--- src/rtl/line_cmd_seq.sv ---
// Command sequencer for the line-following robot: queues fork-direction commands
// and steps through their 2-bit directives as the line is lost and reacquired.
module line_cmd_seq #(
   parameter int unsigned       CMD_W    = 16,
   parameter int unsigned       DEPTH    = 2,
   parameter int unsigned       ERR_W    = 16,
   parameter logic [ERR_W-1:0]  VEER_MAG = 16'h340,
   parameter logic [ERR_W-1:0]  REV1_MAG = 16'h1E0,
   parameter logic [ERR_W-1:0]  REV2_MAG = 16'h380,
   parameter int unsigned       REV1_CYC = 22 << 16,
   parameter int unsigned       REV2_CYC = 31 << 21,
   parameter int unsigned       DBNC_CYC = 1 << 22
) (
   input  logic             clk,
   input  logic             rst_n,
   input  logic [CMD_W-1:0] cmd,
   input  logic             cmd_rdy,
   output logic             clr_cmd_rdy,
   input  logic             line_present,
   input  logic             BMPL_n,
   input  logic             BMPR_n,
   output logic             go,
   output logic [ERR_W-1:0] err_opn_lp,
   output logic             buzz,
   output logic             cmd_done,
   output logic             fifo_full
);

   localparam int unsigned AW      = $clog2(DEPTH);
   localparam int unsigned MAX12   = (REV1_CYC > REV2_CYC) ? REV1_CYC : REV2_CYC;
   localparam int unsigned MAX_CYC = (MAX12 > DBNC_CYC) ? MAX12 : DBNC_CYC;
   localparam int unsigned TMR_W   = (MAX_CYC > 1) ? $clog2(MAX_CYC) : 1;
   localparam logic [TMR_W-1:0] REV1_LAST = TMR_W'(REV1_CYC - 1);
   localparam logic [TMR_W-1:0] REV2_LAST = TMR_W'(REV2_CYC - 1);
   localparam logic [TMR_W-1:0] DBNC_LAST = TMR_W'(DBNC_CYC - 1);

   typedef enum logic [2:0] {
      IDLE, FOLLOW, VEER, REV1, REV2, REACQ, BUMP_DBNC, BUMP_HOLD
   } state_t;

   state_t             state, state_n;
   logic [CMD_W-1:0]   shreg, shreg_n;
   logic               lvr, lvr_n;
   logic [TMR_W-1:0]   tmr, tmr_n;
   logic               done_n, go_n, buzz_n;
   logic [ERR_W-1:0]   err_n;

   logic [CMD_W-1:0]   mem [DEPTH];
   logic [AW:0]        wr_ptr, rd_ptr;
   logic               empty, full, req, pop, push, bump;
   logic [CMD_W-1:0]   head;
   logic [1:0]         dir;

   assign empty     = (wr_ptr == rd_ptr);
   assign full      = (wr_ptr[AW] != rd_ptr[AW]) && (wr_ptr[AW-1:0] == rd_ptr[AW-1:0]);
   assign fifo_full = full;
   // cmd_rdy is still high in the cycle clr_cmd_rdy is out; don't capture it twice
   assign req  = cmd_rdy && !clr_cmd_rdy;
   // An empty FIFO forwards the incoming command straight to the shift register
   assign head = empty ? cmd : mem[rd_ptr[AW-1:0]];
   assign pop  = (state == IDLE) && line_present && (!empty || req);
   assign push = req && (!full || pop);
   assign bump = !BMPL_n || !BMPR_n;
   assign dir  = shreg[1:0];

   always_ff @(posedge clk) begin
      if (push) mem[wr_ptr[AW-1:0]] <= cmd;
   end

   always_comb begin
      state_n = state;
      shreg_n = shreg;
      lvr_n   = lvr;
      tmr_n   = tmr;
      done_n  = 1'b0;
      case (state)
         IDLE: if (pop) begin
            state_n = FOLLOW;
            shreg_n = head;
         end
         FOLLOW: if (bump) begin
            state_n = BUMP_DBNC;
            tmr_n   = '0;
         end else if (!line_present) begin
            case (dir)
               2'b00: begin
                  state_n = IDLE;
                  done_n  = 1'b1;
               end
               2'b01, 2'b10: state_n = VEER;
               default: begin
                  state_n = REV1;
                  tmr_n   = '0;
               end
            endcase
         end
         VEER: if (line_present) begin
            shreg_n = shreg >> 2;
            lvr_n   = dir[0];
            state_n = FOLLOW;
         end
         REV1: if (tmr == REV1_LAST) begin
            tmr_n   = '0;
            state_n = REV2;
         end else begin
            tmr_n = tmr + 1'b1;
         end
         REV2: if (tmr == REV2_LAST) begin
            tmr_n   = '0;
            state_n = REACQ;
         end else begin
            tmr_n = tmr + 1'b1;
         end
         REACQ: if (line_present) begin
            shreg_n = shreg >> 2;
            state_n = FOLLOW;
         end
         BUMP_DBNC: if (tmr == DBNC_LAST) begin
            tmr_n   = '0;
            state_n = bump ? BUMP_HOLD : FOLLOW;
         end else begin
            tmr_n = tmr + 1'b1;
         end
         BUMP_HOLD: if (!bump) state_n = FOLLOW;
         default: state_n = IDLE;
      endcase

      // Outputs are decoded from next-state values so the registered copies track state
      go_n   = !(state_n == IDLE || state_n == BUMP_DBNC || state_n == BUMP_HOLD);
      buzz_n = (state_n == BUMP_DBNC) || (state_n == BUMP_HOLD);
      case (state_n)
         VEER:    err_n = shreg_n[0] ? VEER_MAG : ('0 - VEER_MAG);
         REV1:    err_n = lvr_n ? REV1_MAG : ('0 - REV1_MAG);
         REV2:    err_n = lvr_n ? ('0 - REV2_MAG) : REV2_MAG;
         default: err_n = '0;
      endcase
   end

   always_ff @(posedge clk or negedge rst_n) begin
      if (!rst_n) begin
         state       <= IDLE;
         shreg       <= '0;
         lvr         <= 1'b0;
         tmr         <= '0;
         wr_ptr      <= '0;
         rd_ptr      <= '0;
         clr_cmd_rdy <= 1'b0;
         cmd_done    <= 1'b0;
         go          <= 1'b0;
         buzz        <= 1'b0;
         err_opn_lp  <= '0;
      end else begin
         state       <= state_n;
         shreg       <= shreg_n;
         lvr         <= lvr_n;
         tmr         <= tmr_n;
         if (push) wr_ptr <= wr_ptr + 1'b1;
         if (pop)  rd_ptr <= rd_ptr + 1'b1;
         clr_cmd_rdy <= push;
         cmd_done    <= done_n;
         go          <= go_n;
         buzz        <= buzz_n;
         err_opn_lp  <= err_n;
      end
   end

endmodule

--- config.mk ---
export PLATFORM = sky130hd
export DESIGN_NAME = line_cmd_seq
export DESIGN_NICKNAME = d
export VERILOG_FILES = /design/src/rtl/line_cmd_seq.sv
export SDC_FILE = /design/constraint.sdc
export NUM_CORES = 1
export LEC_CHECK = 0
export CAP_MARGIN = 5
export CORE_AREA = 4 4 108 151
export CTS_CLUSTER_SIZE = 12
export DETAILED_ROUTE_END_ITERATION = 12
export DIE_AREA = 0 0 112 155
export GPL_ROUTABILITY_DRIVEN = 0
export HOLD_SLACK_MARGIN = 0.02
export PLACE_DENSITY = 0.44
export SLEW_MARGIN = 15
export SYNTH_ARGS = -nofsm -noshare
export SYNTH_HDL_FRONTEND = slang
export SYNTH_SLANG_ARGS = --single-unit
--- constraint.sdc ---
create_clock -name clk -period 3.1 [get_ports clk]
set_clock_uncertainty 0.2 [all_clocks]
set_input_delay 0.775 -clock clk [delete_from_list [all_inputs] [get_ports clk]]
set_output_delay 0.775 -clock clk [all_outputs]
set_load 0.01 [all_outputs]
**Word-level counts from Yosys, hierarchy flattened**

Memories as Yosys holds them, arrays and structs flattened.
Index checks and enable logic that the tools add are counted.

- Add/sub/neg operators: 3
- Equal/unequal tests: 24
- Multiplexer cells: 34
- Reduce and logical (&&, ||, !) cells: 27

Operators with widths:

| operator | count |
|---|---|
| $mux 26 | 6 |
| $pmux 26 s4 | 1 |
| $mux 16 | 6 |
| $pmux 16 s3 | 1 |
| $pmux 16 s2 | 1 |
| $mux 3 | 9 |
| $add 26x1->26 const B | 1 |
| $eq 26x21->1 const B | 1 |
| $eq 26x22->1 const B | 1 |
| $eq 26x26->1 const B | 1 |
| $eq 3x3->1 const B | 7 |
| $pmux 3 s7 | 1 |
| $eq 3x2->1 const B | 4 |
| $mux 1 | 8 |
| $logic_not 1->1 | 6 |
| $logic_not 3->1 | 2 |
| $logic_or 1x1->1 | 6 |
| $ne 3x3->1 const B | 2 |
| $reduce_and 3->1 | 2 |
| $logic_and 1x1->1 | 5 |
| $add 2x1->2 const B | 2 |
| $pmux 2 s2 | 1 |
| $reduce_bool 4->1 | 1 |
| $reduce_or 2->1 | 2 |
| other kinds (11) | 11 |

- Bits in registers: 70
- Memory bits (writable): 32
- Logic and storage cells: 101
- Memories: 1

Memories:

| memory | words | bits a word | rd ports | clocked after memory_dff | write ports | RTL line | RTL |
|---|---|---|---|---|---|---|---|
| mem | 2 | 16 | 1 | 0 | 1 | 48 | `logic [CMD_W-1:0] mem [DEPTH];` |

**Longest topological paths before layout**

- Word-level depth: 10
- Mapped depth: 10
- Gate-level depth less buffers: 9

**Worst setup path before layout**

OpenSTA, ideal clock, no wires.

- Kind: in2reg
- From: input cmd_rdy
- To: memory mem[0][0] (enable)
- Arrival: 2104 ps
- Setup slack: 406 ps
- Stages: 3
- Buffers on the path: 0
- Path through: nor2b_1 > a21boi_0 > nor2b_1

- Cells in the longest elaborated chain, start to end: 7

Ends and longest elaborated chain:

| what | RTL line | RTL |
|---|---|---|
| start, declared | 17 | `input logic cmd_rdy,` |
| $logic_and 1x1->1 (*) | 58 | `assign req = cmd_rdy && !clr_cmd_rdy;` |
| $logic_or 1x1->1 | 61 | `assign pop = (state == IDLE) && line_present && (!empty \|\| req);` |
| $logic_and 1x1->1 | 61 |  |
| $logic_or 1x1->1 | 62 | `assign push = req && (!full \|\| pop);` |
| $logic_and 1x1->1 (*) | 62 |  |
| via push | 50 | `logic empty, full, req, pop, push, bump;` |
| $mux 1 (*) | 67 | `if (push) mem[wr_ptr[AW-1:0]] <= cmd;` |
| $mux 1 (not written as such) (*) | 67 |  |
| end, declared | 48 |  |

Mark *: on every way through the listed nets, which the timed path passes. The rest lies on a longest branch.

**Worst setup path in the final report**

- From: register tmr[0]
- To: register err_opn_lp[9]

- Cells in the longest elaborated chain, start to end: 5

Ends and longest elaborated chain:

| what | RTL line | RTL |
|---|---|---|
| start, declared | 44 | `logic [TMR_W-1:0] tmr, tmr_n;` |
| start signal, assigned | 156 | `tmr <= tmr_n;` |
| $eq 26x22->1, or another cell as far along | 118 | `BUMP_DBNC: if (tmr == DBNC_LAST) begin` |
| $mux 3 (on tied branches) | 118, 102, 108 |  |
| $pmux 3 s7 (*) | 76 | `case (state)` |
| $eq 3x3->1 or $eq 3x2->1 (tied branches) | 131 | `case (state_n)` |
| $pmux 16 s3 (*) | 131 |  |
| via err_n[9] | 46 | `logic [ERR_W-1:0] err_n;` |
| end signal, assigned | 163 | `err_opn_lp <= err_n;` |
| end, declared | 23 | `output logic [ERR_W-1:0] err_opn_lp,` |

Marked as above.
A chain may end at the register's enable or synchronous reset.

==> results.yml <==
route:
  detailroute.via_count: 3325
  route.final.wire_length_um: 10400
  detail-route-antenna-nets: 0
  detailedRoute.firstIterationViolations: 124
  wire_per_inst_um: 15.7
  drt_first_pass_iters: 4
  vias_per_cell: 5.03
  detail_route.drc_violations: 0
worst_setup_path:
  worst_ep_arrival_time_ns: 2.90
  cpPeakStageDelay_ns: 0.41
  critical_path.startpoint_type: "flip-flop"
  worst_setup_path_end_kind: "flip-flop"
  critPathBufInv: 0
  crit_family: "simple AND/OR/NAND/NOR gates"
  criticalPathCategory: "reg2reg"
  crit_fanout: 7
  slowest_stage: "dfrtp_1"
  r2r_slack_ns: 0.26
  critical_r2r_launch: "tmr[0]"
  cp_cell_sequence: "ha_1 > nand4_2 > nor4_2 > and4_1 > nor2_1 > nor3_2 > a31o_2 > nand2_1 > o22ai_1"
  crit_required_ns: 3.16
  worstRegToRegCells: 9
  regToRegEndpoint: "err_opn_lp[9]"
synth:
  post_syn_area_sq_um: 4430
  ys_seq_area_share_pct: 55.5
  ys_dominant_reg_cell: "dfrtp_1"
  yosys_warnings: 0
  syn_area_per_cell_sq_um: 10.7
  number_of_synthesized_flops_with_an_enable_pin: 32
  syn_inst: 415
  async_reset_ff_share_pct: 65.2
  ys_ff_latch: 92
  yosysMostFrequentCell: "dfrtp_1"
  netlist.area_leader.share_pct: 33.9
  synthTopCellsByArea: "dfrtp_1 (34%), edfxtp_1 (22%), nor2_1 (3.9%), mux2i_1 (3.8%), a221o_1 (2.9%)"
  synth_top_cells_by_count: "dfrtp_1 (60), nor2_1 (46), edfxtp_1 (32)"
  cell_type_contributing_the_most_total_cell_area_after_synthesis: "dfrtp_1"
  synth.lib_cells_used.distinct: 54
cells_and_area:
  flow.area_growth_from_synthesis_pct: 22.9
  finalNetCount: 489
  finalCoreUtilization_pct: 36.5
  proportion_of_layout_cells_with_a_drive_suffix_above_1_pct: 12.2
  finish.instance_area_sq_um: 5450
  insertedDiodeCount: 0
placement:
  detailedPlace.worstSlack_ns: 0.0781
  detailedPlacementHpwl_um: 7470
  port_buffers: 37
  detailed_place.area_sq_um: 5140
power:
  power.density_nw_per_um2: 917
  max-vdd-ir-drop_mv: 0.425
  power_leakage_nw: 2.15
clock_network:
  path_clk_slew_ns: 0.07
  h_tree_levels: 3
  clock-sinks: 92
  max-clock-path-buffers: 2
  cts-buffers-inserted: 9
  cts_setup_buffers: 0
  clk_lat_worst_skew_ns: 0.34
  cts.root.buffer_cell: "clkbuf_16"
  post_cts_hold_buffer_count: 0
  cts_tree: "built"
global_route:
  grt_busiest_layer: "met2"
  groute.usage.overall_pct: 12.6
  grt_max_degree: 36
  met3_usage_pct: 2.61
  grtUsageMet2_pct: 22.7
  grt_pass1_wl_um: 17500
  grt_pass1_vias: 3365
  grtUsageMet1_pct: 14.9
  overflow: 0
  antenna_found_initial: 0
floorplan:
  die-width_um: 112
  row_count: 53
  core_footprint_sq_um: 14900
  io_pins: 43
  dieArea_sq_um: 17400
  die_height_um: 155
  start_util_pct: 29.7
run:
  max_cap_viol_count: 0
sta:
  final_max_slew_viol_count: 0
  period_share_pct: 91.5
  fmax_mhz: 352
  final_hold_viols: 0
  aggregate_negative_setup_slack_ns: 0
  grt_setup_unrepaired: "false"
  max_slew_margin_pct: 45.2
  worst-slew-pin-transition_ns: 0.819
  finalWorstPathRequiredPeriod_ns: 2.84
  post-route-worst-setup-slack_ns: 0.262
  report.final.setup_viol: 0
outcome:
  status: "finished clean"
worst_hold_path:
  hp-class: "in2async"
==> flip-flops by register name, summed over array words and instances, names as in the netlist <==
register / cells
buzz: 1
go: 1
lvr: 1
state: 3
tmr: 26
clr_cmd_rdy: 1
wr_ptr: 2
rd_ptr: 2
cmd_done: 1
err_opn_lp: 6
shreg: 16
mem: 32
==> kinds of logic after synthesis <==
| family | Yosys count | share of synthesized area [%] |
|---|---|---|
| adder cells (fa/ha/maj) | 3 | 0.847 |
| other | 1 | 0.0846 |
| AND/OR/NAND/NOR | 135 | 15.6 |
| AO/OA/AOI/OAI | 112 | 16.6 |
| XOR/XNOR | 11 | 2.17 |
| flip-flops | 92 | 55.5 |
| multiplexers | 19 | 4.35 |
| buffers and inverters | 42 | 4.77 |
==> report_power, final <==
part / switching [W] / total [W] / leakage, nW / internal, W
combinational: 0.00119 / 0.00207 / 0.921 / 0.000878
sequential: 0.000195 / 0.00178 / 1.09 / 0.00159
clock: 0.000503 / 0.00114 / 0.146 / 0.000637
==> layer usage <==
layer | wire [um] | share of wire (%)
met4 | 146 | 1.4
met2 | 5530 | 53
met5 | 0 | 0
met1 | 4300 | 41
met3 | 402 | 3.9
==> worst max-delay path by stage <==
stage | startpoint | end | slack, ns | cells after the start
3_5_place_dp | line_present | shreg[9] | 0.08 | 7
6_report | tmr[0] | err_opn_lp[9] | 0.26 | 9
5_1_grt | tmr[0] | tmr[9] | 0.02 | 12
2_1_floorplan | cmd_rdy | mem[0][0] | 0.41 | 3
4_1_cts | tmr[0] | err_opn_lp[9] | 0.1 | 9
3_3_place_gp | line_present | shreg[2] | 0.10 | 7
==> placed cells by master, fill, tap and decap left out, types with 5 or more instances in the layout <==
cell and count:
a211oi_1 14, a21oi_1 22, a221o_1 13, buf_4 22, clkbuf_16 9, clkdlybuf4s50_1 36
conb_1 5, dfrtp_1 60, edfxtp_1 32, inv_1 13, mux2i_1 17, nand2_1 25
nand3_1 17, nor2_1 46, nor2b_1 8, nor3_1 6, o21ai_0 24, o21ai_1 12
o31ai_1 7, xnor2_1 8
==> what timing repair did <==
item | 4_1_cts | 5_1_grt
setup endpoints to repair | 0 | 11
hold endpoints to repair | 0 | 0
resized for setup | 0 | 1
==> area by class of cell <==
cell class / instances / area (sq um)
clock inverters: 7 / 78.8
multi-input cells: 285 / 1780
well taps: 192 / 240
inverters: 13 / 48.8
flip-flops and latches: 92 / 2460
fillers: 1506 / 9470
repair buffers: 63 / 611
clock buffers: 9 / 225
==> stage by stage <==
step,power (W),cells,hold slack (ns)
4_1_cts,0.00506,661,0.258
3_5_place_dp,0.00389,645,0.276
3_3_place_gp,0.00388,645,0.276
5_1_grt,0.00535,661,0.298
2_1_floorplan,0.00313,419,0.262
6_report,0.00500,661,0.241
(Power assumes the default switching activity.)
==> RTL edit, RTL diff (same settings) <==
Reset style: synchronous (`rst_n`), changed in one clocked block.
--- a/src/rtl/line_cmd_seq.sv
+++ b/src/rtl/line_cmd_seq.sv
@@ -136,7 +136,7 @@
       endcase
    end
 
-   always_ff @(posedge clk or negedge rst_n) begin
+   always_ff @(posedge clk) begin
       if (!rst_n) begin
          state       <= IDLE;
          shreg       <= '0;
Function: differs if rst_n is asserted again (counterexample within 4 cycles, from zero or initial values and one cycle with rst_n low); with rst_n held inactive, the same outputs for 4 cycles.
==> RTL edit against the unedited design <==
Setup slack worse by 25 ps. Sequential cell count up 1. Register-to-register slack better by 120 ps. Area after synthesis up 0.17%. Total power down 18%. Non-clock buffer count up 5. Design area down 0.16%. Routed wire length up 2.3%. First-iteration DRC count down 2.4%. Critical path depth down 1. Highest routed layer unchanged.
==> RTL edit: results (changes against the unedited design) <==
metric	value	unit	change
status	complete, no violations		
hp-class	reg -> reg		
fillCellCount	1523		+1.1%
p_leak	1.93	nW	-10%
netlist_top_cells_count	nor2_1 (71), dfxtp_1 (61), edfxtp_1 (32)		
tightest_slew	557	ps	-263 ps
track_usage	12.7	%	+0.11 points
synthCells	451		+8.7%
port_buffers	37		unchanged
r2r_end	err_opn_lp[9]$_SDFF_PN0_		
wirelength	10600	µm	+2.3%
regToRegStartpoint	tmr[10]$_SDFFE_PN0P_		
cts_setup_buffers	0		unchanged
path_delay_family	compound AO/OA/AOI/OAI gates		
vias_per_cell	4.79		-4.8%
cp.arrival	2890	ps	about the same
dpl.cell_count	682		+5.7%
grt_max_degree	32		-11%
largest_reg_flops	32		unchanged
drt_iter0_drc	121		-2.4%
async_flop_share	0	%	-65 points
hold_depth	2		
cpMaxStageDelayCell	clkdlybuf4s50_1		
synth_area_leaders	dfxtp_1 (27%), edfxtp_1 (22%), nor2_1 (6.0%)		
wl_per_cell	15.2	µm	-3.1%
clk_pin_slew	60	ps	
dr.pass1.iters	4		unchanged
synth_enable_flop_cells	32		unchanged
grt_pass1_vias	3435		+2.1%
r2r.worst_path.cells	6		-3
nets	526		+7.6%
r2r_slack	380	ps	+120 ps
antenna_found_initial	0		unchanged
p_switching	1.41	mW	-25%
grt_pass1_wl	17400	µm	-0.43%
seq_area_frac_synth	49.1	%	-6.4 points
postSynth.topFlopCell	dfxtp_1		
antennaDiodeCount	0		unchanged
irDropWorstVdd	0.270	mV	-37%
cp_max_fo	6		-1
ys_types	61		+13%
place_hpwl	7770	µm	+3.9%
whs_endpoint	shreg[15]$_SDFFE_PN0P_		
yosysWarnings	0		unchanged
max_stage_delay	470	ps	+60 ps
layout-drive-gt1-share	13.4	%	+1.3 points
==> RTL edit: cell count changes in the layout (fill, tap and decap cells not counted), sizes merged, moves of 5 or more <==
cell	delta
nor2	+25
o21ai	-26
dfrtp	-60
a22oi	+12
xor2	+17
a21oi	+6
a221o	-13
dfxtp	+61
nand3b	+5
o31ai	-7
==> RTL edit: cell type report <==
| class | count | area [µm²] | share of cell area (%) |
|---|---|---|---|
| clock inverters | 6 | 70.1 | 1.29 |
| flip-flops and latches | 93 | 2180 | 40.1 |
| clock buffers | 10 | 229 | 4.21 |
| multi-input cells | 318 | 2050 | 37.7 |
| repair buffers | 68 | 628 | 11.5 |
| inverters | 11 | 41.3 | 0.759 |
| well taps | 192 | 240 | 4.42 |
==> RTL edit: tightest hold or removal path, stage by stage, from the launching register on <==
cell      delay (ps)
dfxtp_1          310
nand2b_1          60
a21oi_1           50
==> RTL edit: through the flow <==
stage	hold WS [ps]	TNS, ps	instance area (µm²)	setup WS (ps)
final	272	0	5440	237
after floorplan	251	0	4460	368
after global routing	289	0	5440	128
after detailed placement	262	-384	5140	-101
after global placement	260	-45.5	5140	-22.0
after CTS	274	0	5440	255
==> RTL edit: cell families (layout without fill, tap and decap cells) <==
group,Yosys count,after routing,share of synthesized area [%]
XOR/XNOR,27,27,5.32
adder cells (fa/ha/maj),3,3,0.845
flip-flops,93,93,49.1
AO/OA/AOI/OAI,90,90,14.6
AND/OR/NAND/NOR,173,173,20.3
buffers and inverters,44,95,5.18
other,1,5,0.0844
multiplexers,20,20,4.54
==> RTL edit: power groups by stage <==
stage                     clock network, mW  logic, mW  registers (mW)
after floorplan                           0      0.998            1.57
after global placement                    0       1.43            1.61
final                                  1.12       1.41            1.58
after CTS                              1.16       1.44            1.58
after detailed placement                  0       1.44            1.61
after global routing                   1.22       1.58            1.60
==> RTL edit: worst max-delay path by stage <==
stage                       startpoint                       end  slack, ps  cells past startpoint
after global routing      line_present             go$_SDFF_PN0_        130                      8
after detailed placement        BMPR_n  err_opn_lp[9]$_SDFF_PN0_       -100                      8
final                           BMPL_n  err_opn_lp[9]$_SDFF_PN0_        240                      8
after CTS                       BMPR_n  err_opn_lp[9]$_SDFF_PN0_        260                      8
after floorplan                cmd_rdy       mem[0][0]$_DFFE_PP_        370                      5
after global placement          BMPL_n  err_opn_lp[9]$_SDFF_PN0_        -20                      8
==> RTL edit: routing by layer <==
layer / track usage, % / share of wire (%) / wire, µm
met5: 0 / 0 / 0
met4: 6.07 / 3.3 / 349
met3: 2.22 / 2.5 / 265
met2: 24.0 / 54 / 5740
met1: 13.4 / 40 / 4260
